===== src/rtl/i2c_arb_pkg.sv =====
// Shared state encoding, default widths and sizing helper for the I2C request arbiter.
package i2c_arb_pkg;

  localparam int unsigned DefAddrW = 7;
  localparam int unsigned DefRegW  = 8;
  localparam int unsigned DefDataW = 8;

  localparam logic [2:0] StIdle     = 3'd0;
  localparam logic [2:0] StGrant    = 3'd1;
  localparam logic [2:0] StLaunch   = 3'd2;
  localparam logic [2:0] StWait     = 3'd3;
  localparam logic [2:0] StComplete = 3'd4;

  function automatic int unsigned clog2(input int unsigned value);
    int unsigned res;
    res = 0;
    for (int unsigned i = 0; i < 32; i++) begin
      if ((64'd1 << i) < 64'(value)) res = i + 1;
    end
    return res;
  endfunction

endpackage


===== src/rtl/i2c_req_arbiter_if.sv =====
// Client request bundle plus the control bundle towards the shared I2C master engine.
interface i2c_req_arbiter_if #(
  parameter int unsigned NUM_REQ = 4,
  parameter int unsigned ADDR_W  = i2c_arb_pkg::DefAddrW,
  parameter int unsigned REG_W   = i2c_arb_pkg::DefRegW,
  parameter int unsigned DATA_W  = i2c_arb_pkg::DefDataW
);

  logic [NUM_REQ-1:0]        req;
  logic [NUM_REQ*ADDR_W-1:0] req_slave_addr;
  logic [NUM_REQ*REG_W-1:0]  req_reg_addr;
  logic [NUM_REQ*DATA_W-1:0] req_wdata;
  logic [NUM_REQ-1:0]        req_rw;
  logic [NUM_REQ-1:0]        gnt;
  logic [NUM_REQ-1:0]        done;
  logic                      err;
  logic [DATA_W-1:0]         rd_data;
  logic                      m_enable;
  logic [ADDR_W-1:0]         m_slave_addr;
  logic [REG_W-1:0]          m_reg_addr;
  logic [DATA_W-1:0]         m_data_in;
  logic                      m_read_write;
  logic                      m_done;
  logic                      m_nack;
  logic [DATA_W-1:0]         m_rd_data;

  modport master (
    input  req, req_slave_addr, req_reg_addr, req_wdata, req_rw,
    input  m_done, m_nack, m_rd_data,
    output gnt, done, err, rd_data,
    output m_enable, m_slave_addr, m_reg_addr, m_data_in, m_read_write
  );

  modport slave (
    output req, req_slave_addr, req_reg_addr, req_wdata, req_rw,
    output m_done, m_nack, m_rd_data,
    input  gnt, done, err, rd_data,
    input  m_enable, m_slave_addr, m_reg_addr, m_data_in, m_read_write
  );

endinterface


===== src/rtl/i2c_rr_pick.sv =====
// Combinational round-robin pick: first set request after last_gnt_i, wrapping.
module i2c_rr_pick import i2c_arb_pkg::*; #(
  parameter int unsigned NUM_REQ = 4,
  localparam int unsigned IdxW = clog2(NUM_REQ)
) (
  input  logic [NUM_REQ-1:0] req_i,
  input  logic [IdxW-1:0]    last_gnt_i,
  output logic [NUM_REQ-1:0] winner_o,
  output logic [IdxW-1:0]    idx_o
);

  logic            found;
  logic [IdxW-1:0] cand;

  always_comb begin
    found    = 1'b0;
    cand     = '0;
    winner_o = '0;
    idx_o    = '0;
    for (int unsigned k = 1; k <= NUM_REQ; k++) begin
      cand = IdxW'((32'(last_gnt_i) + k) % NUM_REQ);
      if (!found && req_i[cand]) begin
        found          = 1'b1;
        winner_o[cand] = 1'b1;
        idx_o          = cand;
      end
    end
  end

endmodule


===== src/rtl/i2c_req_arbiter.sv =====
// Round-robin sharing of one register-addressed I2C master among NUM_REQ clients,
// with a saturating watchdog that aborts transactions the master never finishes.
module i2c_req_arbiter import i2c_arb_pkg::*; #(
  parameter int unsigned NUM_REQ = 4,
  parameter int unsigned ADDR_W  = DefAddrW,
  parameter int unsigned REG_W   = DefRegW,
  parameter int unsigned DATA_W  = DefDataW,
  parameter int unsigned TIMEOUT = 4096
) (
  input logic               clk_i,
  input logic               rst_ni,
  i2c_req_arbiter_if.master bus
);

  localparam int unsigned     IdxW    = clog2(NUM_REQ);
  localparam int unsigned     CntW    = clog2(TIMEOUT);
  localparam logic [CntW-1:0] CntLast = CntW'(TIMEOUT - 1);

  logic [2:0]         state_q, state_d;
  logic [IdxW-1:0]    last_q, last_d, win_q, win_d;
  logic [NUM_REQ-1:0] gnt_q, gnt_d, done_q, done_d;
  logic               err_q, err_d, en_q, en_d, rw_q, rw_d;
  logic [DATA_W-1:0]  rd_q, rd_d, wd_q, wd_d;
  logic [ADDR_W-1:0]  sa_q, sa_d;
  logic [REG_W-1:0]   ra_q, ra_d;
  logic [CntW-1:0]    cnt_q, cnt_d;
  logic [NUM_REQ-1:0] pick_onehot;
  logic [IdxW-1:0]    pick_idx;

  i2c_rr_pick #(
    .NUM_REQ (NUM_REQ)
  ) u_pick (
    .req_i      (bus.req),
    .last_gnt_i (last_q),
    .winner_o   (pick_onehot),
    .idx_o      (pick_idx)
  );

  always_comb begin
    state_d = state_q;
    last_d  = last_q;
    win_d   = win_q;
    gnt_d   = gnt_q;
    done_d  = '0;
    err_d   = err_q;
    rd_d    = rd_q;
    en_d    = en_q;
    sa_d    = sa_q;
    ra_d    = ra_q;
    wd_d    = wd_q;
    rw_d    = rw_q;
    cnt_d   = cnt_q;
    unique case (state_q)
      StIdle: begin
        if (|bus.req) begin
          win_d   = pick_idx;
          last_d  = pick_idx;
          gnt_d   = pick_onehot;
          state_d = StGrant;
        end
      end
      StGrant: begin
        // Last cycle the client's command is looked at.
        sa_d    = bus.req_slave_addr[int'(win_q)*ADDR_W +: ADDR_W];
        ra_d    = bus.req_reg_addr[int'(win_q)*REG_W +: REG_W];
        wd_d    = bus.req_wdata[int'(win_q)*DATA_W +: DATA_W];
        rw_d    = bus.req_rw[win_q];
        en_d    = 1'b1;
        state_d = StLaunch;
      end
      StLaunch: begin
        cnt_d   = '0;
        state_d = StWait;
      end
      StWait: begin
        if (bus.m_done) begin
          err_d   = bus.m_nack;
          if (rw_q) rd_d = bus.m_rd_data;
          en_d    = 1'b0;
          state_d = StComplete;
        end else if (cnt_q == CntLast) begin
          err_d   = 1'b1;
          en_d    = 1'b0;
          state_d = StComplete;
        end else if (cnt_q != '1) begin
          cnt_d = cnt_q + 1'b1;
        end
      end
      StComplete: begin
        done_d  = gnt_q;
        gnt_d   = '0;
        state_d = StIdle;
      end
      default: state_d = StIdle;
    endcase
  end

  always_ff @(posedge clk_i or negedge rst_ni) begin
    if (!rst_ni) begin
      state_q <= StIdle;
      last_q  <= IdxW'(NUM_REQ - 1);
      win_q   <= '0;
      gnt_q   <= '0;
      done_q  <= '0;
      err_q   <= 1'b0;
      rd_q    <= '0;
      en_q    <= 1'b0;
      sa_q    <= '0;
      ra_q    <= '0;
      wd_q    <= '0;
      rw_q    <= 1'b0;
      cnt_q   <= '0;
    end else begin
      state_q <= state_d;
      last_q  <= last_d;
      win_q   <= win_d;
      gnt_q   <= gnt_d;
      done_q  <= done_d;
      err_q   <= err_d;
      rd_q    <= rd_d;
      en_q    <= en_d;
      sa_q    <= sa_d;
      ra_q    <= ra_d;
      wd_q    <= wd_d;
      rw_q    <= rw_d;
      cnt_q   <= cnt_d;
    end
  end

  assign bus.gnt          = gnt_q;
  assign bus.done         = done_q;
  assign bus.err          = err_q;
  assign bus.rd_data      = rd_q;
  assign bus.m_enable     = en_q;
  assign bus.m_slave_addr = sa_q;
  assign bus.m_reg_addr   = ra_q;
  assign bus.m_data_in    = wd_q;
  assign bus.m_read_write = rw_q;

endmodule

===== src/flat_wrapper.sv =====
// flat-port wrapper written by rule: the top's interface ports become plain ports
module i2c_req_arbiter_flat import i2c_arb_pkg::*;
#(
  parameter int unsigned NUM_REQ = 4,
  parameter int unsigned ADDR_W  = DefAddrW,
  parameter int unsigned REG_W   = DefRegW,
  parameter int unsigned DATA_W  = DefDataW,
  parameter int unsigned TIMEOUT = 4096
)
  (clk_i, rst_ni, bus_req, bus_req_slave_addr, bus_req_reg_addr, bus_req_wdata, bus_req_rw, bus_m_done, bus_m_nack, bus_m_rd_data, bus_gnt, bus_done, bus_err, bus_rd_data, bus_m_enable, bus_m_slave_addr, bus_m_reg_addr, bus_m_data_in, bus_m_read_write);
  i2c_req_arbiter_if #(.NUM_REQ(NUM_REQ), .ADDR_W(ADDR_W), .REG_W(REG_W), .DATA_W(DATA_W)) bus_i ();
  input logic clk_i;
  input logic rst_ni;
  input wire logic [$bits(bus_i.req)-1:0] bus_req;
  input wire logic [$bits(bus_i.req_slave_addr)-1:0] bus_req_slave_addr;
  input wire logic [$bits(bus_i.req_reg_addr)-1:0] bus_req_reg_addr;
  input wire logic [$bits(bus_i.req_wdata)-1:0] bus_req_wdata;
  input wire logic [$bits(bus_i.req_rw)-1:0] bus_req_rw;
  input wire logic [$bits(bus_i.m_done)-1:0] bus_m_done;
  input wire logic [$bits(bus_i.m_nack)-1:0] bus_m_nack;
  input wire logic [$bits(bus_i.m_rd_data)-1:0] bus_m_rd_data;
  output wire logic [$bits(bus_i.gnt)-1:0] bus_gnt;
  output wire logic [$bits(bus_i.done)-1:0] bus_done;
  output wire logic [$bits(bus_i.err)-1:0] bus_err;
  output wire logic [$bits(bus_i.rd_data)-1:0] bus_rd_data;
  output wire logic [$bits(bus_i.m_enable)-1:0] bus_m_enable;
  output wire logic [$bits(bus_i.m_slave_addr)-1:0] bus_m_slave_addr;
  output wire logic [$bits(bus_i.m_reg_addr)-1:0] bus_m_reg_addr;
  output wire logic [$bits(bus_i.m_data_in)-1:0] bus_m_data_in;
  output wire logic [$bits(bus_i.m_read_write)-1:0] bus_m_read_write;
  assign bus_i.req = bus_req;
  assign bus_i.req_slave_addr = bus_req_slave_addr;
  assign bus_i.req_reg_addr = bus_req_reg_addr;
  assign bus_i.req_wdata = bus_req_wdata;
  assign bus_i.req_rw = bus_req_rw;
  assign bus_i.m_done = bus_m_done;
  assign bus_i.m_nack = bus_m_nack;
  assign bus_i.m_rd_data = bus_m_rd_data;
  assign bus_gnt = bus_i.gnt;
  assign bus_done = bus_i.done;
  assign bus_err = bus_i.err;
  assign bus_rd_data = bus_i.rd_data;
  assign bus_m_enable = bus_i.m_enable;
  assign bus_m_slave_addr = bus_i.m_slave_addr;
  assign bus_m_reg_addr = bus_i.m_reg_addr;
  assign bus_m_data_in = bus_i.m_data_in;
  assign bus_m_read_write = bus_i.m_read_write;
  i2c_req_arbiter #(.NUM_REQ(NUM_REQ), .ADDR_W(ADDR_W), .REG_W(REG_W), .DATA_W(DATA_W), .TIMEOUT(TIMEOUT)) u_core (.clk_i(clk_i), .rst_ni(rst_ni), .bus(bus_i));
endmodule

===== config.mk =====
export PLATFORM = sky130hd
export DESIGN_NAME = i2c_req_arbiter_flat
export DESIGN_NICKNAME = d
export VERILOG_FILES = /design/src/rtl/i2c_arb_pkg.sv /design/src/rtl/i2c_req_arbiter_if.sv /design/src/rtl/i2c_rr_pick.sv /design/src/rtl/i2c_req_arbiter.sv /design/src/flat_wrapper.sv
export SDC_FILE = /design/constraint.sdc
export NUM_CORES = 1
export LEC_CHECK = 0
export ABC_AREA = 1
export CAP_MARGIN = 10
export CORE_ASPECT_RATIO = 0.8
export CORE_MARGIN = 4
export CORE_UTILIZATION = 44
export DETAILED_ROUTE_END_ITERATION = 16
export PLACE_DENSITY_LB_ADDON = 0.25
export SYNTH_ARGS = -nofsm -noshare
export SYNTH_HDL_FRONTEND = slang
export SYNTH_SLANG_ARGS = --single-unit

===== constraint.sdc =====
create_clock -name clk_i -period 2.1 [get_ports clk_i]
set_input_delay 0.315 -clock clk_i [delete_from_list [all_inputs] [get_ports clk_i]]
set_output_delay 0.315 -clock clk_i [all_outputs]
set_load 0.05 [all_outputs]

==> report_table.html, run 1 <==
<table>
<tr><th>Metric</th><th>Value</th></tr>
<tr><th colspan="2">Routing</th></tr>
<tr><td>Wire per inst</td><td>between 10 and 15 microns</td></tr>
<tr><td>Routed vias/inst</td><td>between 5 and 6</td></tr>
<tr><td>Violation count after the first detailed-route iteration</td><td>about 230</td></tr>
<tr><td>Via count</td><td>~4,000</td></tr>
<tr><td>Total iterations of the first detailed-routing run</td><td>5</td></tr>
<tr><td>Detailed Route WL</td><td>11,400 microns</td></tr>
<tr><td>Residual antenna-violating net count after detailed routing</td><td>0</td></tr>
<tr><td>Post-detailed-route DRC marker count</td><td>0</td></tr>
<tr><th colspan="2">Min path</th></tr>
<tr><td>Hold path startpoint</td><td>u_core.bus.m_slave_addr[4]</td></tr>
<tr><td>Worst hold path depth</td><td>2</td></tr>
<tr><td>Kind of path behind the tightest hold check</td><td>reg2reg</td></tr>
<tr><th colspan="2">Timing</th></tr>
<tr><td>Max Clock Skew</td><td>roughly 13 ps</td></tr>
<tr><td>Relative slew slack</td><td>between 60% and 70%</td></tr>
<tr><td>Final number of max-transition violations</td><td>0</td></tr>
<tr><td>Setup Viol. Count Final</td><td>0</td></tr>
<tr><td>Final setup slack of the worst path</td><td>about 140 ps</td></tr>
<tr><td>Setup total negative slack</td><td>0 ps</td></tr>
<tr><td>Max frequency</td><td>roughly 0.5 GHz</td></tr>
<tr><td>Minimum clock period after layout</td><td>1960 ps</td></tr>
<tr><td>Unrepaired setup endpoints after global routing</td><td>false</td></tr>
<tr><td>Final-report hold violation count</td><td>0</td></tr>
<tr><td>Fin crit share</td><td>just over 90%</td></tr>
<tr><td>Transition time of the tightest slew-check pin</td><td>about 550 ps</td></tr>
<tr><td>Minimum hold slack</td><td>~480 ps</td></tr>
<tr><th colspan="2">Place</th></tr>
<tr><td>Placed standard-cell area</td><td>5390 sq um</td></tr>
<tr><td>DP Cell Count</td><td>roughly 750</td></tr>
<tr><td>Post-placement setup slack</td><td>137 ps</td></tr>
<tr><td>Global placement routability congestion</td><td>0.887</td></tr>
<tr><td>Total half-perimeter wirelength after legalization and detailed placement</td><td>around 8600 microns</td></tr>
<tr><td>Number of buffer cells added on primary ports</td><td>153</td></tr>
<tr><th colspan="2">Synth</th></tr>
<tr><td>Library cells used by synthesis</td><td>32</td></tr>
<tr><td>Portion of the post-synthesis area used by sequential elements</td><td>roughly two fifths</td></tr>
<tr><td>Share of synthesized cell area in full adder, half adder and majority cells</td><td>about 3%</td></tr>
<tr><td>Average footprint of a synthesized cell</td><td>7.39 sq um</td></tr>
<tr><td>Synth Warn #</td><td>0</td></tr>
<tr><td>Netlist area before placement</td><td>3730 sq um</td></tr>
<tr><td>Dominant cell type by area after synthesis</td><td>sky130_fd_sc_hd__dfrtp_1</td></tr>
<tr><td>Largest family of logic cells by synthesized area</td><td>simple AND/OR/NAND/NOR gates</td></tr>
<tr><td>Share of the synthesized area in the top cell type</td><td>around two fifths</td></tr>
<tr><td>Area fraction in and, or, nand and nor cells after synthesis</td><td>about a third</td></tr>
<tr><td>Flops &amp; latches, synth</td><td>61</td></tr>
<tr><td>Parity-gate share of the synthesized area counting xor and xnor cells</td><td>~1.4%</td></tr>
<tr><td>Number of nets produced by synthesis</td><td>626</td></tr>
<tr><td>Leading post-synthesis cells by cell area</td><td>sky130_fd_sc_hd__dfrtp_1 (40%), sky130_fd_sc_hd__nand2_1 (15%), sky130_fd_sc_hd__nor2_1 (9.9%)</td></tr>
<tr><td>Compound-Gate Fraction of Synth Area</td><td>about 12%</td></tr>
<tr><td>Share of synthesized area spent on multiplexers</td><td>between 2 and 2.5%</td></tr>
<tr><td>Number of instances in the synthesized netlist</td><td>~510</td></tr>
<tr><th colspan="2">Cells and area</th></tr>
<tr><td>Synth-to-Final Area Change</td><td>50.7%</td></tr>
<tr><td>Share of final-layout standard cells stronger than drive strength 1</td><td>between 8 and 9%</td></tr>
<tr><td>Post-route core utilization</td><td>69.5%</td></tr>
<tr><td>Final net count</td><td>slightly below 800</td></tr>
<tr><td>Cell Count, Final, Fillers Out</td><td>773</td></tr>
<tr><td>Final cell area excluding filler cells</td><td>~5600 sq um</td></tr>
<tr><td>Antenna diode instance count</td><td>0</td></tr>
<tr><th colspan="2">Clock network</th></tr>
<tr><td>CTS root buffer</td><td>sky130_fd_sc_hd__clkbuf_8</td></tr>
<tr><td>Clock latency reported for the late side of the worst-skew pair</td><td>340 ps</td></tr>
<tr><td>Clock transition at the registers of the reported paths</td><td>about 70 ps</td></tr>
<tr><td>Post-CTS sizing</td><td>0</td></tr>
<tr><td>TritonCTS clock tree</td><td>yes</td></tr>
<tr><td>CTS Buf Count</td><td>9</td></tr>
<tr><td>Htree depth</td><td>3</td></tr>
<tr><td>Number of sinks driven by the clock tree</td><td>61</td></tr>
<tr><td>CTS Buffer Depth</td><td>2</td></tr>
<tr><th colspan="2">Global route</th></tr>
<tr><td>Maximum number of pins on one net before global-route repair</td><td>62</td></tr>
<tr><td>Vias in the first global route</td><td>slightly below 4,000</td></tr>
<tr><td>Number of antenna violations at the first check in global routing</td><td>0</td></tr>
<tr><td>Overall overflow remaining after global route</td><td>0</td></tr>
<tr><td>First-pass GRT wire length</td><td>about 19,000 microns</td></tr>
<tr><td>Total routing resource utilization after global routing</td><td>approximately 23%</td></tr>
<tr><th colspan="2">Floorplanning</th></tr>
<tr><td>Height of the die</td><td>roughly 90 microns</td></tr>
<tr><td>Effective utilization at floorplan</td><td>46.1%</td></tr>
<tr><td>Site Rows</td><td>29</td></tr>
<tr><td>Die area</td><td>10,000 sq um</td></tr>
<tr><td>Floorplan core area</td><td>about 8000 sq um</td></tr>
<tr><td>I/O Pins</td><td>around 150</td></tr>
<tr><td>DIE WIDTH</td><td>between 100 and 150 microns</td></tr>
<tr><th colspan="2">Setup path</th></tr>
<tr><td>Type of element capturing the critical path</td><td>register</td></tr>
<tr><td>Cell depth of the worst setup path</td><td>10</td></tr>
<tr><td>Crit path max fanout</td><td>6</td></tr>
<tr><td>Crit Path Class</td><td>reg2reg</td></tr>
<tr><td>Crit path cell chain</td><td>inv_1 -&gt; ha_1 -&gt; inv_1 -&gt; nand3_2 -&gt; nand2_4 -&gt; nor2_2 -&gt; a21oi_1 -&gt; nand3_1 -&gt; nand2_1 -&gt; nand2_1</td></tr>
<tr><td>Data required, critical path</td><td>approximately 2300 ps</td></tr>
<tr><td>Critical path buffers and inverters</td><td>2</td></tr>
<tr><td>RR Startpoint</td><td>u_core.last_q[1]</td></tr>
<tr><td>Critical Path Slowest Stage Cell</td><td>sky130_fd_sc_hd__dfstp_2</td></tr>
<tr><td>Critical Path AT</td><td>2190 ps</td></tr>
<tr><td>Peak per-stage delay on the critical path</td><td>580 ps</td></tr>
<tr><td>Startpoint type of the worst setup path</td><td>register</td></tr>
<tr><td>Timing startpoint of the critical path</td><td>u_core.last_q[1]</td></tr>
<tr><td>Cell family with the largest share of critical-path delay</td><td>simple AND/OR/NAND/NOR gates</td></tr>
<tr><td>Depth of the most critical reg-to-reg path</td><td>10</td></tr>
<tr><th colspan="2">Pwr</th></tr>
<tr><td>Clock Power Share</td><td>between 10% and 20%</td></tr>
<tr><td>Comb pwr share</td><td>between 60% and 70%</td></tr>
<tr><td>Cell Pwr Density</td><td>approximately 1500 nW/um^2</td></tr>
<tr><td>Sequential fraction of design power</td><td>22.7%</td></tr>
<tr><td>Total leakage power</td><td>approximately 2.5 nW</td></tr>
<tr><td>IR Drop Worst-Case VDD</td><td>791 uV</td></tr>
<tr><td>Reported net switching power</td><td>4.24 mW</td></tr>
<tr><td>Internal Pwr Total</td><td>between 4 and 5 mW</td></tr>
<tr><td>Sw Share</td><td>between 50% and 60%</td></tr>
<tr><td>Overall power</td><td>about 8.3 mW</td></tr>
<tr><th colspan="2">Flow run</th></tr>
<tr><td>Max-capacitance violation count</td><td>0</td></tr>
<tr><th colspan="2">Run status</th></tr>
<tr><td>Outcome</td><td>complete, no violations</td></tr>
</table>
cell usage after synthesis:
cell and count:
sky130_fd_sc_hd__a21boi_0 4, sky130_fd_sc_hd__a21oi_1 5, sky130_fd_sc_hd__buf_1 2, sky130_fd_sc_hd__buf_2 9, sky130_fd_sc_hd__buf_6 1, sky130_fd_sc_hd__clkbuf_1 8, sky130_fd_sc_hd__dfrtp_1 59, sky130_fd_sc_hd__dfstp_2 2
sky130_fd_sc_hd__ha_1 9, sky130_fd_sc_hd__inv_1 23, sky130_fd_sc_hd__inv_2 9, sky130_fd_sc_hd__mux2_1 8, sky130_fd_sc_hd__nand2_1 145, sky130_fd_sc_hd__nand2_2 4, sky130_fd_sc_hd__nand2_4 3, sky130_fd_sc_hd__nand3_1 29
sky130_fd_sc_hd__nand3_2 3, sky130_fd_sc_hd__nand3_4 1, sky130_fd_sc_hd__nand4_1 3, sky130_fd_sc_hd__nor2_1 98, sky130_fd_sc_hd__nor2_2 3, sky130_fd_sc_hd__nor2_4 2, sky130_fd_sc_hd__nor2_8 1, sky130_fd_sc_hd__nor3_1 5
sky130_fd_sc_hd__o21a_1 1, sky130_fd_sc_hd__o21ai_0 28, sky130_fd_sc_hd__o21ai_1 8, sky130_fd_sc_hd__o32ai_1 24, sky130_fd_sc_hd__or2_1 1, sky130_fd_sc_hd__or2_2 1, sky130_fd_sc_hd__xnor2_1 1, sky130_fd_sc_hd__xor2_1 5
final timing paths:
kind,slack [ps],endpoint
max in group asynchronous,1260,u_core.last_q[0]
worst max register to register,140,u_core.bus.gnt[3]
worst min-delay path,480,u_core.bus.m_slave_addr[4]
worst max-delay path,140,u_core.bus.gnt[3]
worst min register to register,480,u_core.bus.m_slave_addr[4]
min in group asynchronous,530,u_core.bus.m_slave_addr[2]
registers in the layout (all words and copies together) (netlist names):
register and flops:
u_core.last_q 2, u_core.state_q 3, u_core.bus.rd_data 8, u_core.bus.m_enable 1
u_core.bus.m_read_write 1, u_core.bus.m_slave_addr 7, u_core.bus.m_reg_addr 8, u_core.bus.gnt 4
u_core.win_q 2, u_core.bus.done 4, u_core.bus.m_data_in 8, u_core.cnt_q 12
u_core.bus.err 1
power groups by stage:
stage | combinational (mW) | sequential [mW] | clock (mW)
2_1_floorplan | 2.44 | 3.12 | 0
3_3_place_gp | 5.20 | 1.90 | 0
3_5_place_dp | 5.29 | 1.92 | 0
4_1_cts | 5.32 | 1.90 | 1.16
5_1_grt | 5.79 | 1.95 | 1.22
6_report | 5.32 | 1.90 | 1.13
layer usage:
layer  share of wire (%)  vias up  routed length, microns  GRT usage [%]
li1                    -     1962                       -              -
met1                  43     1851                    4910           28.8
met2                  49      143                    5610           38.0
met3                 5.7       25                     647           5.56
met4                 2.4        0                     277           8.72
met5                   0        -                       0              0
worst min-delay path: cells and delay by family, from the launching register on:
kind	cells	cell delay, ps
flops	1	340
simple gates	2	100
cell usage in the layout, fill, tap and decap left out, types with 9 or more instances in the layout:
master	Yosys	routed
sky130_fd_sc_hd__inv_1	23	23
sky130_fd_sc_hd__clkdlybuf4s50_1	0	152
sky130_fd_sc_hd__inv_2	9	9
sky130_fd_sc_hd__nand2_1	145	145
sky130_fd_sc_hd__nand3_1	29	29
sky130_fd_sc_hd__o32ai_1	24	24
sky130_fd_sc_hd__o21ai_0	28	28
sky130_fd_sc_hd__clkbuf_8	0	9
sky130_fd_sc_hd__nor2_1	98	98
sky130_fd_sc_hd__dfrtp_1	59	59
sky130_fd_sc_hd__ha_1	9	9
repair_timing:
item,in CTS,in global routing
hold buffers,1,0
hold endpoints to repair,59,0
setup endpoints to repair,0,3
buffers inserted,0,2
cell type report:
| class | count | area (sq um) |
|---|---|---|
| Clock buffer | 9 | 124 |
| Clock inverter | 7 | 90.1 |
| Fill cell | 643 | 2470 |
| Inverter | 32 | 120 |
| Multi-Input combinational cell | 392 | 1990 |
| Sequential cell | 61 | 1530 |
| Tap cell | 108 | 135 |
| Timing Repair Buffer | 164 | 1640 |
cells by family after synthesis:
| logic type | Yosys count |
|---|---|
| simple gates | 299 |
| xor+xnor | 6 |
| fa+ha+maj | 9 |
| mux | 8 |
| flops | 61 |
| compound gates | 70 |
| buf+inv | 52 |
Note: power is estimated with default switching activity, not from simulation.
==> run 2, diff against run 1 <==
CORE_UTILIZATION = 33   (was 44)
GPL_ROUTABILITY_DRIVEN = 1   (was not set)
==> report_table.html, run 2 (same netlist as run 1, synthesis figures left out) <==
<table>
<tr><th>Metric</th><th>Value</th></tr>
<tr><th colspan="2">Setup path</th></tr>
<tr><td>Critical path buffers and inverters</td><td>1 (was 2)</td></tr>
<tr><td>Critical Path AT</td><td>1590 ps (was 2190 ps)</td></tr>
<tr><td>Type of element capturing the critical path</td><td>output port (was register)</td></tr>
<tr><td>Crit path max fanout</td><td>3 (was 6)</td></tr>
<tr><td>Cell family with the largest share of critical-path delay</td><td>buffers and inverters (was simple AND/OR/NAND/NOR gates)</td></tr>
<tr><td>Startpoint type of the worst setup path</td><td>register (unchanged)</td></tr>
<tr><td>Critical Path Slowest Stage Cell</td><td>sky130_fd_sc_hd__clkdlybuf4s50_1 (was sky130_fd_sc_hd__dfstp_2)</td></tr>
<tr><td>Crit Path Class</td><td>reg2out (was reg2reg)</td></tr>
<tr><td>Crit path cell chain</td><td>clkdlybuf4s50_1 (was inv_1 -&gt; ha_1 -&gt; inv_1 -&gt; nand3_2 -&gt; nand2_4 -&gt; nor2_2 -&gt; a21oi_1 -&gt; nand3_1 -&gt; nand2_1 -&gt; nand2_1)</td></tr>
<tr><td>Peak per-stage delay on the critical path</td><td>850 ps (was 580 ps)</td></tr>
<tr><td>Data required, critical path</td><td>1780 ps (was 2330 ps)</td></tr>
<tr><th colspan="2">Global route</th></tr>
<tr><td>GR Layer Usage met3</td><td>3.78% (was 5.56%)</td></tr>
<tr><td>GRT met2 Usage</td><td>31.3% (was 38.0%)</td></tr>
<tr><td>Vias in the first global route</td><td>3,862 (was 3,893)</td></tr>
<tr><td>Total routing resource utilization after global routing</td><td>17.9% (was 22.9%)</td></tr>
<tr><td>Number of antenna violations at the first check in global routing</td><td>0 (unchanged)</td></tr>
<tr><td>First-pass GRT wire length</td><td>18,900 microns (about the same)</td></tr>
<tr><td>M1 GR Usage</td><td>22.7% (was 28.8%)</td></tr>
<tr><td>Global route hottest layer</td><td>met2 (unchanged)</td></tr>
<tr><td>Maximum number of pins on one net before global-route repair</td><td>62 (unchanged)</td></tr>
<tr><td>Overall overflow remaining after global route</td><td>0 (unchanged)</td></tr>
<tr><th colspan="2">Routing</th></tr>
<tr><td>Wire per inst</td><td>14.2 microns (was 14.8 microns)</td></tr>
<tr><td>Total iterations of the first detailed-routing run</td><td>5 (unchanged)</td></tr>
<tr><td>Detailed Route WL</td><td>11,500 microns (was 11,400 microns)</td></tr>
<tr><td>Residual antenna-violating net count after detailed routing</td><td>0 (unchanged)</td></tr>
<tr><td>Routed vias/inst</td><td>4.84 (was 5.15)</td></tr>
<tr><td>Post-detailed-route DRC marker count</td><td>0 (unchanged)</td></tr>
<tr><td>Via count</td><td>3,913 (was 3,981)</td></tr>
<tr><td>Violation count after the first detailed-route iteration</td><td>187 (was 228)</td></tr>
<tr><th colspan="2">Pwr</th></tr>
<tr><td>Cell Pwr Density</td><td>1510 nW/um^2 (was 1480 nW/um^2)</td></tr>
<tr><td>Total leakage power</td><td>2.57 nW (was 2.53 nW)</td></tr>
<tr><td>IR Drop Worst-Case VDD</td><td>857 uV (was 791 uV)</td></tr>
<tr><td>Overall power</td><td>8.70 mW (was 8.35 mW)</td></tr>
<tr><th colspan="2">Cells and area</th></tr>
<tr><td>Most common cell after layout, fill and taps aside</td><td>sky130_fd_sc_hd__clkdlybuf4s50_1 (unchanged)</td></tr>
<tr><td>Post-route core utilization</td><td>52.5% (was 69.5%)</td></tr>
<tr><td>Commonest cells after routing, fill and taps aside</td><td>sky130_fd_sc_hd__clkdlybuf4s50_1 (152), sky130_fd_sc_hd__nand2_1 (145), sky130_fd_sc_hd__nor2_1 (98), sky130_fd_sc_hd__dfrtp_1 (59), sky130_fd_sc_hd__nand3_1 (29) (unchanged)</td></tr>
<tr><td>Max FFs per register</td><td>12 (unchanged)</td></tr>
<tr><td>Final net count</td><td>780 (was 781)</td></tr>
<tr><td>Cell Count, Final, Fillers Out</td><td>808 (was 773)</td></tr>
<tr><td>Fill cell total of the finished layout</td><td>1,024 (was 643)</td></tr>
<tr><td>Synth-to-Final Area Change</td><td>54.3% (was 50.7%)</td></tr>
<tr><td>Storage cell area</td><td>1530 sq um (unchanged)</td></tr>
<tr><td>Reg with most FFs</td><td>u_core.cnt_q (unchanged)</td></tr>
<tr><td>Share of final-layout standard cells stronger than drive strength 1</td><td>7.98% (was 8.42%)</td></tr>
<tr><td>Antenna diode instance count</td><td>0 (unchanged)</td></tr>
<tr><td>Combined area of the multi-input logic cells</td><td>2000 sq um (was 1990 sq um)</td></tr>
<tr><th colspan="2">Timing</th></tr>
<tr><td>Setup Viol. Count Final</td><td>0 (unchanged)</td></tr>
<tr><td>Max Clock Skew</td><td>6.85 ps (was 13.1 ps)</td></tr>
<tr><td>Minimum hold slack</td><td>-23.6 ps (was 479 ps)</td></tr>
<tr><td>Minimum clock period after layout</td><td>1900 ps (was 1960 ps)</td></tr>
<tr><td>Final-report hold violation count</td><td>18 (was 0)</td></tr>
<tr><td>Setup total negative slack</td><td>0 ps (unchanged)</td></tr>
<tr><td>Max frequency</td><td>0.525 GHz (was 0.510 GHz)</td></tr>
<tr><td>Relative slew slack</td><td>63.3% (about the same)</td></tr>
<tr><td>Fin crit share</td><td>90.6% (was 93.4%)</td></tr>
<tr><td>Unrepaired setup endpoints after global routing</td><td>false (unchanged)</td></tr>
<tr><td>Transition time of the tightest slew-check pin</td><td>548 ps (was 549 ps)</td></tr>
<tr><td>Final number of max-transition violations</td><td>0 (unchanged)</td></tr>
<tr><th colspan="2">Clock network</th></tr>
<tr><td>Clock transition at the registers of the reported paths</td><td>50 ps (was 70 ps)</td></tr>
<tr><td>CTS Buffer Depth</td><td>2 (unchanged)</td></tr>
<tr><td>CTS root buffer</td><td>sky130_fd_sc_hd__clkbuf_16 (was sky130_fd_sc_hd__clkbuf_8)</td></tr>
<tr><td>TritonCTS clock tree</td><td>yes (unchanged)</td></tr>
<tr><td>CTS Buf Count</td><td>9 (unchanged)</td></tr>
<tr><td>Number of sinks driven by the clock tree</td><td>61 (unchanged)</td></tr>
<tr><td>Number of hold buffers added after CTS</td><td>0 (was 1)</td></tr>
<tr><td>Htree depth</td><td>3 (unchanged)</td></tr>
<tr><td>Clock latency reported for the late side of the worst-skew pair</td><td>330 ps (was 340 ps)</td></tr>
<tr><th colspan="2">Place</th></tr>
<tr><td>Total half-perimeter wirelength after legalization and detailed placement</td><td>8510 microns (was 8610 microns)</td></tr>
<tr><td>Global placement routability congestion</td><td>0.875 (was 0.887)</td></tr>
<tr><td>Number of buffer cells added on primary ports</td><td>153 (unchanged)</td></tr>
<tr><td>DP Cell Count</td><td>790 (was 754)</td></tr>
<tr><th colspan="2">Floorplanning</th></tr>
<tr><td>Site Rows</td><td>34 (was 29)</td></tr>
<tr><td>Die area</td><td>13,100 sq um (was 10,000 sq um)</td></tr>
<tr><td>Height of the die</td><td>103 microns (was 90.4 microns)</td></tr>
<tr><td>Effective utilization at floorplan</td><td>34.0% (was 46.1%)</td></tr>
<tr><td>Floorplan core area</td><td>11,000 sq um (was 8090 sq um)</td></tr>
<tr><td>DIE WIDTH</td><td>127 microns (was 111 microns)</td></tr>
<tr><td>I/O Pins</td><td>154 (unchanged)</td></tr>
<tr><th colspan="2">Run status</th></tr>
<tr><td>Failing checks</td><td>negative hold slack</td></tr>
<tr><td>Outcome</td><td>finished, violations left (was complete, no violations)</td></tr>
<tr><th colspan="2">Min path</th></tr>
<tr><td>Kind of path behind the tightest hold check</td><td>in2async (was reg2reg)</td></tr>
<tr><th colspan="2">Flow run</th></tr>
<tr><td>Max-capacitance violation count</td><td>0 (unchanged)</td></tr>
</table>
==> run 2: power breakdown <==
part           leakage, nW  switching (mW)  internal (mW)
sequential           0.774           0.255           1.64
combinational         1.65            3.49           1.81
clock                0.150           0.491           1.02
==> run 2: layer usage <==
layer	up-vias	share of wire (%)	routed length [microns]
met5	-	0	0
met2	104	49	5640
met1	1842	45	5150
met4	0	1.0	117
li1	1955	-	-
met3	12	5.2	604
==> run 2: worst paths after layout <==
check                                             end  slack, ps  depth (start not counted)                        from
setup / recovery                     bus_m_read_write        200                          1     u_core.bus.m_read_write
hold / removal                        u_core.cnt_q[7]        -20                          2                      rst_ni
setup reg to reg                    u_core.bus.gnt[1]        200                         10            u_core.last_q[1]
hold reg to reg            u_core.bus.m_slave_addr[5]        470                          2  u_core.bus.m_slave_addr[5]
max in group asynchronous            u_core.last_q[1]       1790                          2                      rst_ni
min in group clk_i         u_core.bus.m_slave_addr[5]        470                          2  u_core.bus.m_slave_addr[5]
==> run 2: repair_timing <==
item | in CTS | in global routing
resized for setup | 0 | 1
setup buffers | 0 | 2
setup endpoints to repair | 0 | 5
==> run 2: per-stage QoR <==
step,setup WS (ps),area (sq um),hold WS [ps]
after global placement,229,5430,351
after detailed placement,124,5430,354
after CTS,114,5740,1.19
final,197,5760,-23.6
after global routing,20.3,5760,15.9
after floorplan,226,3730,19.4
==> run 2: area by class of cell <==
class | instances | area share, %
Clock buffer | 15 | 4.82
Inverter | 32 | 2.09
Multi-Input combinational cell | 392 | 34.7
Timing Repair Buffer | 163 | 28.2
Sequential cell | 61 | 26.5
Clock inverter | 1 | 0.521
Tap cell | 144 | 3.13
==> run 3, diff against run 2 <==
SLEW_MARGIN = 20   (was not set)
clock period = 2.4 ns   (was 2.1 ns; I/O delays follow)
==> report_table.html, run 3 (same netlist as run 1, synthesis figures left out) <==
<table>
<tr><th>Metric</th><th>Value</th></tr>
<tr><th colspan="2">Place</th></tr>
<tr><td>Placed standard-cell area</td><td>5400 sq um (was 5430 sq um)</td></tr>
<tr><td>DP Cell Count</td><td>787 (was 790)</td></tr>
<tr><td>Global placement routability congestion</td><td>0.898 (was 0.875)</td></tr>
<tr><td>Number of buffer cells added on primary ports</td><td>153 (unchanged)</td></tr>
<tr><td>Total half-perimeter wirelength after legalization and detailed placement</td><td>8550 microns (was 8510 microns)</td></tr>
<tr><th colspan="2">Global route</th></tr>
<tr><td>Number of antenna violations at the first check in global routing</td><td>0 (unchanged)</td></tr>
<tr><td>First-pass GRT wire length</td><td>18,900 microns (about the same)</td></tr>
<tr><td>Vias in the first global route</td><td>3,848 (was 3,862)</td></tr>
<tr><td>Total routing resource utilization after global routing</td><td>17.9% (about the same)</td></tr>
<tr><td>Overall overflow remaining after global route</td><td>0 (unchanged)</td></tr>
<tr><td>Maximum number of pins on one net before global-route repair</td><td>62 (unchanged)</td></tr>
<tr><th colspan="2">Cells and area</th></tr>
<tr><td>Cell Count, Final, Fillers Out</td><td>803 (was 808)</td></tr>
<tr><td>Fill cell total of the finished layout</td><td>1,040 (was 1,024)</td></tr>
<tr><td>Commonest cells after routing, fill and taps aside</td><td>sky130_fd_sc_hd__clkdlybuf4s50_1 (152), sky130_fd_sc_hd__nand2_1 (145), sky130_fd_sc_hd__nor2_1 (98), sky130_fd_sc_hd__dfrtp_1 (59), sky130_fd_sc_hd__nand3_1 (29) (unchanged)</td></tr>
<tr><td>Final net count</td><td>775 (was 780)</td></tr>
<tr><td>Antenna diode instance count</td><td>0 (unchanged)</td></tr>
<tr><td>Synth-to-Final Area Change</td><td>53.2% (was 54.3%)</td></tr>
<tr><td>Most common cell after layout, fill and taps aside</td><td>sky130_fd_sc_hd__clkdlybuf4s50_1 (unchanged)</td></tr>
<tr><td>Combined area of the multi-input logic cells</td><td>1990 sq um (was 2000 sq um)</td></tr>
<tr><td>Final cell area excluding filler cells</td><td>5720 sq um (was 5760 sq um)</td></tr>
<tr><td>Max FFs per register</td><td>12 (unchanged)</td></tr>
<tr><td>Share of final-layout standard cells stronger than drive strength 1</td><td>7.74% (was 7.98%)</td></tr>
<tr><td>Storage cell area</td><td>1530 sq um (unchanged)</td></tr>
<tr><td>Reg with most FFs</td><td>u_core.cnt_q (unchanged)</td></tr>
<tr><th colspan="2">Pwr</th></tr>
<tr><td>Total leakage power</td><td>2.55 nW (was 2.57 nW)</td></tr>
<tr><td>Overall power</td><td>7.57 mW (was 8.70 mW)</td></tr>
<tr><td>IR Drop Worst-Case VDD</td><td>731 uV (was 857 uV)</td></tr>
<tr><td>Cell Pwr Density</td><td>1320 nW/um^2 (was 1510 nW/um^2)</td></tr>
<tr><th colspan="2">Setup path</th></tr>
<tr><td>Crit path max fanout</td><td>12 (was 3)</td></tr>
<tr><td>Peak per-stage delay on the critical path</td><td>640 ps (was 850 ps)</td></tr>
<tr><td>Most frequent cell on the critical path</td><td>sky130_fd_sc_hd__nand2_1</td></tr>
<tr><td>Critical path buffers and inverters</td><td>2 (was 1)</td></tr>
<tr><td>Startpoint type of the worst setup path</td><td>register (unchanged)</td></tr>
<tr><td>Type of element capturing the critical path</td><td>register (was output port)</td></tr>
<tr><td>Critical Path AT</td><td>2370 ps (was 1590 ps)</td></tr>
<tr><td>Cell family with the largest share of critical-path delay</td><td>flip-flops (was buffers and inverters)</td></tr>
<tr><td>Data required, critical path</td><td>2620 ps (was 1780 ps)</td></tr>
<tr><td>End of the worst register-to-register path</td><td>u_core.bus.gnt[2] (was u_core.bus.gnt[1])</td></tr>
<tr><td>Depth of the most critical reg-to-reg path</td><td>10 (unchanged)</td></tr>
<tr><td>Crit Path Class</td><td>reg2reg (was reg2out)</td></tr>
<tr><td>Minimum setup slack among reg-to-reg paths</td><td>240 ps (was 200 ps)</td></tr>
<tr><td>Critical Path Slowest Stage Cell</td><td>sky130_fd_sc_hd__dfstp_2 (was sky130_fd_sc_hd__clkdlybuf4s50_1)</td></tr>
<tr><td>RR Startpoint</td><td>u_core.last_q[0] (was u_core.last_q[1])</td></tr>
<tr><td>Crit path cell chain</td><td>inv_2 -&gt; ha_1 -&gt; inv_1 -&gt; nand3_2 -&gt; nand2_4 -&gt; nor2_2 -&gt; a21oi_1 -&gt; nand3_1 -&gt; nand2_1 -&gt; nand2_1 (was clkdlybuf4s50_1)</td></tr>
<tr><th colspan="2">Routing</th></tr>
<tr><td>Via count</td><td>3,857 (was 3,913)</td></tr>
<tr><td>Post-detailed-route DRC marker count</td><td>0 (unchanged)</td></tr>
<tr><td>Detailed Route WL</td><td>11,300 microns (was 11,500 microns)</td></tr>
<tr><td>Total iterations of the first detailed-routing run</td><td>5 (unchanged)</td></tr>
<tr><td>Violation count after the first detailed-route iteration</td><td>191 (was 187)</td></tr>
<tr><td>Routed vias/inst</td><td>4.80 (was 4.84)</td></tr>
<tr><td>Wire per inst</td><td>14.1 microns (was 14.2 microns)</td></tr>
<tr><td>Residual antenna-violating net count after detailed routing</td><td>0 (unchanged)</td></tr>
<tr><th colspan="2">Clock network</th></tr>
<tr><td>Clock latency reported for the late side of the worst-skew pair</td><td>330 ps (about the same)</td></tr>
<tr><td>Clock transition at the registers of the reported paths</td><td>50 ps (about the same)</td></tr>
<tr><td>TritonCTS clock tree</td><td>yes (unchanged)</td></tr>
<tr><td>CTS Buffer Depth</td><td>2 (unchanged)</td></tr>
<tr><td>Post-CTS sizing</td><td>0 (unchanged)</td></tr>
<tr><td>Post-CTS repair timing setup buffer count</td><td>0 (unchanged)</td></tr>
<tr><td>Htree depth</td><td>3 (unchanged)</td></tr>
<tr><td>Number of hold buffers added after CTS</td><td>0 (unchanged)</td></tr>
<tr><td>CTS Buf Count</td><td>9 (unchanged)</td></tr>
<tr><td>Number of sinks driven by the clock tree</td><td>61 (unchanged)</td></tr>
<tr><td>CTS root buffer</td><td>sky130_fd_sc_hd__clkbuf_16 (unchanged)</td></tr>
<tr><th colspan="2">Timing</th></tr>
<tr><td>Transition time of the tightest slew-check pin</td><td>542 ps (was 548 ps)</td></tr>
<tr><td>Final-report hold violation count</td><td>0 (was 18)</td></tr>
<tr><td>Final number of max-transition violations</td><td>0 (unchanged)</td></tr>
<tr><td>Setup Viol. Count Final</td><td>0 (unchanged)</td></tr>
<tr><td>Setup total negative slack</td><td>0 ps (unchanged)</td></tr>
<tr><td>Unrepaired setup endpoints after global routing</td><td>false (unchanged)</td></tr>
<tr><td>Max Clock Skew</td><td>7.35 ps (was 6.85 ps)</td></tr>
<tr><td>Minimum clock period after layout</td><td>roughly 2200 ps</td></tr>
<tr><td>Minimum hold slack</td><td>33.8 ps (was -23.6 ps)</td></tr>
<tr><td>Relative slew slack</td><td>63.7% (was 63.3%)</td></tr>
<tr><td>Fin crit share</td><td>89.8%</td></tr>
<tr><td>Max frequency</td><td>about 0.46 GHz</td></tr>
<tr><th colspan="2">Run status</th></tr>
<tr><td>Outcome</td><td>complete, no violations (was finished, violations left)</td></tr>
<tr><th colspan="2">Floorplanning</th></tr>
<tr><td>Site Rows</td><td>34 (unchanged)</td></tr>
<tr><td>I/O Pins</td><td>154 (unchanged)</td></tr>
<tr><td>Floorplan core area</td><td>11,000 sq um (unchanged)</td></tr>
<tr><td>Effective utilization at floorplan</td><td>34.0% (unchanged)</td></tr>
<tr><td>Die area</td><td>13,100 sq um (unchanged)</td></tr>
<tr><td>DIE WIDTH</td><td>127 microns (unchanged)</td></tr>
<tr><td>Height of the die</td><td>103 microns (unchanged)</td></tr>
<tr><th colspan="2">Flow run</th></tr>
<tr><td>Max-capacitance violation count</td><td>0 (unchanged)</td></tr>
<tr><th colspan="2">Min path</th></tr>
<tr><td>Kind of path behind the tightest hold check</td><td>in2async (unchanged)</td></tr>
</table>
==> run 3: changes by cell type in the layout (fill, tap and decap cells not counted), moves of 2 or more <==
| cell | delta |
|---|---|
| sky130_fd_sc_hd__buf_4 | -4 |
| sky130_fd_sc_hd__clkbuf_1 | -3 |
| sky130_fd_sc_hd__clkbuf_8 | -3 |
| sky130_fd_sc_hd__clkinv_4 | +2 |
==> run 3: power breakdown <==
group | internal, mW | total [mW] | switching [mW]
sequential | 1.43 | 1.69 | 0.253
clock | 0.913 | 1.39 | 0.473
combinational | 1.51 | 4.50 | 2.99
total | 3.86 | 7.57 | 3.71
==> run 3: per-stage QoR <==
stage          utilization, %  setup WS [ps]
6_report                 52.1            244
5_1_grt                  52.1            115
4_1_cts                  52.1            279
3_5_place_dp             49.2            305
3_3_place_gp             49.2            399
2_1_floorplan               -            526
==> run 3: worst max path at each step <==
stage	startpoint	to	slack, ps	depth (start not counted)
2_1_floorplan	u_core.last_q[0]	u_core.bus.gnt[2]	530	10
3_3_place_gp	u_core.last_q[0]	u_core.bus.gnt[3]	400	10
3_5_place_dp	u_core.last_q[0]	u_core.bus.gnt[1]	300	10
4_1_cts	u_core.last_q[0]	u_core.bus.gnt[1]	280	10
5_1_grt	u_core.last_q[0]	u_core.bus.gnt[2]	110	10
6_report	u_core.last_q[0]	u_core.bus.gnt[2]	240	10
==> run 3: cell type report <==
| cell class | count | share of cell area (%) |
|---|---|---|
| multi-input combinational | 392 | 34.8 |
| sequential | 61 | 26.7 |
| clock inverter | 7 | 1.73 |
| clock buffer | 9 | 3.94 |
| inverter | 32 | 2.10 |
| tap | 144 | 3.15 |
| timing repair buffer | 158 | 27.6 |
==> run 3: layer usage <==
| layer | up-vias | part of all wire [%] | GRT usage (%) |
|---|---|---|---|
| met5 | - | 0 | 0 |
| met4 | 0 | 2.3 | 6.18 |
| met3 | 20 | 4.9 | 3.83 |
| met2 | 124 | 50 | 31.5 |
| met1 | 1768 | 43 | 22.1 |
| li1 | 1945 | - | - |
